### src/rtl/dense_layer1_8_mac.sv
// Time-shared MAC engine for one fully connected layer: dot product, bias, rescale, saturate.
// Optional ReLU on the written result is enabled by defining DENSE_RELU_EN.
module dense_layer1_8_mac #(
  parameter int IN_SIZE  = 1,
  parameter int OUT_SIZE = 8,
  parameter int W        = 8,
  parameter int FRAC     = 4,
  parameter int ACC_W    = 20
) (
  input  logic                           clk,
  input  logic                           rst_n,
  input  logic                           start,
  input  logic [IN_SIZE*W-1:0]           x_in,
  input  logic [IN_SIZE*OUT_SIZE*W-1:0]  weights_in,
  input  logic [OUT_SIZE*W-1:0]          bias_in,
  output logic [OUT_SIZE*W-1:0]          y_out,
  output logic                           busy,
  output logic                           done
);

  // state | meaning
  // IDLE  | waiting for start; y_out holds last result (or 0 after reset)
  // MAC   | accumulate x[i]*w[j][i], one input per cycle
  // BIAS  | add bias, rescale, saturate, write y_out[j]
  // DONE  | results stable until start drops

  localparam int IW = (IN_SIZE > 1) ? $clog2(IN_SIZE) : 1;
  localparam int JW = (OUT_SIZE > 1) ? $clog2(OUT_SIZE) : 1;
  localparam logic [IW-1:0] I_LAST = IW'(IN_SIZE - 1);
  localparam logic [JW-1:0] J_LAST = JW'(OUT_SIZE - 1);
  localparam logic signed [ACC_W-1:0] SAT_HI = ACC_W'((2 ** (W - 1)) - 1);
  localparam logic signed [ACC_W-1:0] SAT_LO = -ACC_W'(2 ** (W - 1));

  typedef enum logic [1:0] {S_IDLE, S_MAC, S_BIAS, S_DONE} state_t;

  state_t                    state_q, state_d;
  logic [IW-1:0]             i_q, i_d;
  logic [JW-1:0]             j_q, j_d;
  logic signed [ACC_W-1:0]   acc_q, acc_d;
  logic [W-1:0]              y_q [OUT_SIZE];
  logic [W-1:0]              y_d [OUT_SIZE];

  logic signed [W-1:0]       x_arr [IN_SIZE];
  logic signed [W-1:0]       w_arr [OUT_SIZE][IN_SIZE];
  logic signed [W-1:0]       b_arr [OUT_SIZE];
  logic signed [W-1:0]       x_sel, w_sel, b_sel;
  logic signed [2*W-1:0]     prod;
  logic signed [ACC_W-1:0]   prod_ext, bias_ext, sum, r;
  logic [W-1:0]              res;

  always_comb begin
    for (int i = 0; i < IN_SIZE; i++) begin
      x_arr[i] = x_in[i*W +: W];
    end
    for (int j = 0; j < OUT_SIZE; j++) begin
      b_arr[j] = bias_in[j*W +: W];
      y_out[j*W +: W] = y_q[j];
      for (int i = 0; i < IN_SIZE; i++) begin
        w_arr[j][i] = weights_in[(j*IN_SIZE+i)*W +: W];
      end
    end
  end

  always_comb begin
    x_sel    = x_arr[i_q];
    w_sel    = w_arr[j_q][i_q];
    b_sel    = b_arr[j_q];
    prod     = x_sel * w_sel;
    prod_ext = {{(ACC_W-2*W){prod[2*W-1]}}, prod};
    bias_ext = {{(ACC_W-W){b_sel[W-1]}}, b_sel} <<< FRAC;
    sum      = acc_q + bias_ext;
    r        = sum >>> FRAC;
    if (r > SAT_HI) begin
      res = SAT_HI[W-1:0];
    end else if (r < SAT_LO) begin
      res = SAT_LO[W-1:0];
    end else begin
      res = r[W-1:0];
    end
`ifdef DENSE_RELU_EN
    if (res[W-1]) begin
      res = '0;
    end
`endif
  end

  always_comb begin
    state_d = state_q;
    i_d     = i_q;
    j_d     = j_q;
    acc_d   = acc_q;
    y_d     = y_q;
    unique case (state_q)
      S_IDLE: begin
        if (start) begin
          for (int j = 0; j < OUT_SIZE; j++) y_d[j] = '0;
          i_d     = '0;
          j_d     = '0;
          acc_d   = '0;
          state_d = S_MAC;
        end
      end
      S_MAC: begin
        acc_d = acc_q + prod_ext;
        if (i_q == I_LAST) begin
          state_d = S_BIAS;
        end else begin
          i_d = i_q + 1'b1;
        end
      end
      S_BIAS: begin
        y_d[j_q] = res;
        if (j_q == J_LAST) begin
          state_d = S_DONE;
        end else begin
          j_d     = j_q + 1'b1;
          i_d     = '0;
          acc_d   = '0;
          state_d = S_MAC;
        end
      end
      S_DONE: begin
        if (!start) state_d = S_IDLE;
      end
      default: state_d = S_IDLE;
    endcase
  end

  always_ff @(posedge clk) begin
    if (!rst_n) begin
      state_q <= S_IDLE;
      i_q     <= '0;
      j_q     <= '0;
      acc_q   <= '0;
      for (int j = 0; j < OUT_SIZE; j++) y_q[j] <= '0;
    end else begin
      state_q <= state_d;
      i_q     <= i_d;
      j_q     <= j_d;
      acc_q   <= acc_d;
      y_q     <= y_d;
    end
  end

  assign busy = (state_q == S_MAC) || (state_q == S_BIAS);
  assign done = (state_q == S_DONE);

endmodule

### config.mk
export PLATFORM = sky130hd
export DESIGN_NAME = dense_layer1_8_mac
export DESIGN_NICKNAME = d
export VERILOG_FILES = /design/src/rtl/dense_layer1_8_mac.sv
export SDC_FILE = /design/constraint.sdc
export NUM_CORES = 1
export LEC_CHECK = 0
export ABC_AREA = 1
export CAP_MARGIN = 5
export CORE_AREA = 4 4 131 133
export DETAILED_ROUTE_END_ITERATION = 10
export DIE_AREA = 0 0 135 137
export PLACE_DENSITY = 0.86
export SLEW_MARGIN = 40
export SYNTH_ARGS = -nofsm -noshare
export SYNTH_HDL_FRONTEND = slang
export SYNTH_SLANG_ARGS = --single-unit
export TNS_END_PERCENT = 1
### constraint.sdc
create_clock -name clk -period 13 [get_ports clk]
set_clock_uncertainty 0.05 [all_clocks]
set_input_delay 2.6 -clock clk [delete_from_list [all_inputs] [get_ports clk]]
set_output_delay 2.6 -clock clk [all_outputs]
set_load 0.01 [all_outputs]
After elaboration in Yosys (flattened, before gate mapping)

Cells that the tools add are included.

Output and inout bits: 66
Input bits: 139
Word-level logic and storage cells: 70
Register bits after elaboration: 90

$mul: 1
Magnitude comparators: 5
Reductions and logical operators: 9
Bitwise operators: 1
$add $sub $neg: 4
Muxes and demuxes: 30
Eq/ne operators: 8

Operators with widths:

| operator              | number |
|---|---|
| $pmux W64 S2          | 1 |
| $mux W8               | 9 |
| $bwmux W64            | 1 |
| $mux W64              | 1 |
| $pmux W20 S3          | 1 |
| $bmux W8 S3           | 2 |
| $mux W20              | 2 |
| $demux W8 S3          | 1 |
| $add A20 B12 Y20      | 1 |
| $add A20 B16 Y20      | 1 |
| $gt A16 B8 Y1 const B | 1 |
| $lt A16 B8 Y1 const B | 1 |
| $mul A8 B8 Y16        | 1 |
| $reduce_and A3 Y1     | 3 |
| $mux W2               | 4 |
| $ne A2 B2 Y1 const B  | 4 |
| $pmux W2 S4           | 1 |
| $mux W3               | 2 |
| $pmux W3 S2           | 1 |
| $eq A2 B2 Y1 const B  | 2 |
| $ge A4 B4 Y1 const B  | 1 |
| $lt A4 B1 Y1 const B  | 1 |
| $not A3 Y4            | 1 |
| $add A3 B1 Y3 const B | 1 |
| other kinds (12)      | 14 |

Longest topological paths before layout

Depth after elaboration: 10
Depth in mapped cells: 31
Depth with buffers taken out: 30

Worst setup path before layout

OpenSTA, ideal clock, no wires.

Path kind: input to register
From: input weights_in[56]
To: register acc_q[14]
Setup time: 0.132 ns
Data required time: 12.818 ns
Data arrival time: 7.738 ns
Stages on the path: 21
Setup slack: 5.079 ns
Path buffers: 0
Path through: a22o_1 a221oi_1 nand4_1 inv_1 nor2_1 inv_1 fa_1 inv_1 fa_1 fa_1 fa_1 fa_1 ha_1 nand3_1 nand2_1 a31oi_1 o21ai_0 a21boi_0 or2_2 nand3_1 a21oi_1

Cells in the longest elaborated chain, start to end: 7

RTL lines:

| item                                       | RTL line | source |
|---|---|---|
| from (decl)                                | 14       | `input logic [IN_SIZE*OUT_SIZE*W-1:0] weights_in,` |
| $bmux W8 S3                                | 66       | `w_sel = w_arr[j_q][i_q];` |
| $mux W8 (not written as such) (3 in a row) | 66       |  |
| $mul A8 B8 Y16                             | 68       | `prod = x_sel * w_sel;` |
| $add A20 B16 Y20                           | 104      | `acc_d = acc_q + prod_ext;` |
| $pmux W20 S3                               | 93       | `unique case (state_q)` |
| to (signal assigned)                       | 134      | `acc_q <= '0;` |
| to (signal assigned)                       | 140      | `acc_q <= acc_d;` |
| to (decl)                                  | 39       | `logic signed [ACC_W-1:0] acc_q, acc_d;` |

Every way passes these cells. The select of a mux whose other input is x is not followed.
A chain may end at the register's enable or synchronous reset.

Final worst setup path

From: input weights_in[49]
To: register acc_q[14]

The elaborated chain is that of the path after synthesis.

==> summary.txt <==
Synth Cell Area = 8836 µm²
GPL Wtd Cong = 0.9407
clock sinks = 89
Setup Viol. Count Final = 0
CTS Buf Count = 9
Detailed Place HPWL = 23040 µm
YS warnings = 0
CTS resizes = 0
TritonCTS clock tree = built
Pwr per Cell Area = 302.4 nW/µm²
Synth area leaders = dfxtp_1 20%, fa_1 20%, nand2_1 15%, ha_1 9.5%, inv_1 7.2%
outcome = finished clean
Rows = 46
Worst Path Class, Setup = input pin to register
Lkg Pwr = 0.005209 µW
layout cells sized above 1 = 5.218%
cells after synthesis = 1199
port bufs = 204
Seq/Total Area, Yosys = 20.16%
worst hold path class = register to register
Largest delay share family, worst path = adder cells
Root Driver = clkbuf_16
Area Overhead vs Synth = 29.82%
met2 WL post-DR = 13520 µm
DR top layer = met4
fmax = 120.9 MHz
Final Hold Viols = 0
core box area = 15830 µm²
Buf+Inv Stages, Crit Path = 6
Async SR Flop Fraction = 0%
placed cell count = 1600
Final #Nets = 1690
Clock transition at path regs = 0.06 ns
area leader, netlist = dfxtp_1
RSZ-0062 raised after global routing = no
syn avg cell area = 7.369 µm²
Post-synth top cells = 360 x nand2_1, 170 x inv_1, 122 x a21oi_1
Place WS = 4.479 ns
io pins = 205
first-pass GRT wire length = 45150 µm
share of the synthesized area in the top cell type = 20.16%
min setup slack post-route = 4.730 ns
die outline area = 18500 µm²
Initial Util = 55.83%
CP max stage delay = 0.60 ns
initial antenna violation count = 0
Worst Setup End Kind = register
TNS Setup = 0 ns
Pins Over Slew Limit = 0
top-count cell post-synth = nand2_1
antenna diode count = 0
vias in the first global route = 8839
fin cells = 1615
H-Tree Depth = 3
Worst setup SP type = input pin
hold wc startpoint = y_out[57]
Max rail drop VDD = 0.4128 mV
die height = 137 µm
Via Count = 9008
Worst Max-Slew Pin Slew = 0.7470 ns
remaining antenna violation count = 0
slowest CP cell = a221oi_1
DRC = 0
Most used DFF post-synth = dfxtp_1
drt pass-1 iters = 6
Most Frequent Cell on Critical Path = inv_1
syn_nets = 1494
WP data required = 13.15 ns
WL final = 29230 µm
cts hold-fix bufs = 0
pin count of the biggest net entering global routing = 57
Netlist cell types = 43
Slew headroom = 50.20%
drt wl/cell = 18.10 µm
clock latency on the worst-skew pair = 0.34 ns
count of flip-flops with a built-in enable after synthesis = 0
WP data arrival = 8.42 ns
Crit. Startpoint = weights_in[49]
vias per inst = 5.578
reg-to-reg slack, setup = 5.78 ns
max cap viols = 0
die width = 135 µm
WL met1 = 11410 µm
Tmin final = 8.270 ns
grt total ovfl = 0
Critical R2R Launch = j_q[1]
clock tree buffer depth = 2
crit-path max FO = 7
1st-iter DRT viols = 869
All-Layer GR Usage = 31.22%
DR WL met3 = 2843 µm
Post-CTS Setup Bufs = 0
#FFs+latches synth = 89
Tcrit/Tclk final = 63.61%
-- placed cells by master (no fill, tap or decap), drive strengths merged, types with 29 or more instances in the layout --
cell type	Yosys	final
a21oi	122	122
clkdlybuf4s50	0	204
dfxtp	89	89
fa	89	89
ha	67	67
inv	176	177
nand2	381	381
nand3	29	29
nor2	85	85
o21ai	29	29
-- worst register-to-register path, delay by kind of cell, from the launching register on --
kind	cells	cell delay, ns
AOI/OAI and AO/OA	6	1.44
buffers and inverters	7	0.76
adders and majority gates	7	2.53
and+or+nand+nor	8	1.58
DFF	1	0.73
-- flip-flops by register name, indices dropped and copies added, names as in the netlist --
register,cells
acc_q,20
j_q,3
state_q,2
y_out,64
-- layout make-up --
type,instances,area [µm²]
fill,1241,4357
tap,216,270.3
clock buffer,12,236.5
timing repair buffer,210,2087
inverter,180,680.7
sequential,89,1783
multi-input combinational,905,6324
clock inverter,3,90.09
-- worst paths after layout --
path,endpoint,depth (start not counted)
worst max-delay path,acc_q[14],25
worst min-delay path,y_out[57],2
worst max register to register,acc_q[14],28
worst min register to register,y_out[57],2
-- logic make-up after synthesis --
logic type,after synthesis,synth area share [%]
AND/OR/NAND/NOR,529,26.05
AO/OA/AOI/OAI,206,13.76
buffers and inverters,205,8.978
adder cells (fa/ha/maj),156,29.65
flip-flops,89,20.16
XOR/XNOR,14,1.388
-- metal layers --
layer  vias to the layer above  track usage (%)
met1                      4189            38.88
li1                       4223                -
met5                         -                0
met2                       492            51.06
met4                         0            14.84
met3                       104            7.831
-- stage by stage --
step	total power, µW	utilization, %	cell area (µm²)	hold WS [ns]
final	3469	72.47	11470	0.4136
after global routing	3927	72.47	11470	0.4291
after CTS	3437	72.35	11450	0.4142
after detailed placement	3128	70.28	11120	0.4048
after global placement	3033	70.03	11080	0.4008
after floorplan	2472	-	8836	0.3953
-- where the power goes --
group          internal (µW)  switching, µW
Sequential               291           22.6
Clock                    187            107
Combinational           1080           1780
Total                   1560           1910
(Power assumes the default switching activity.)
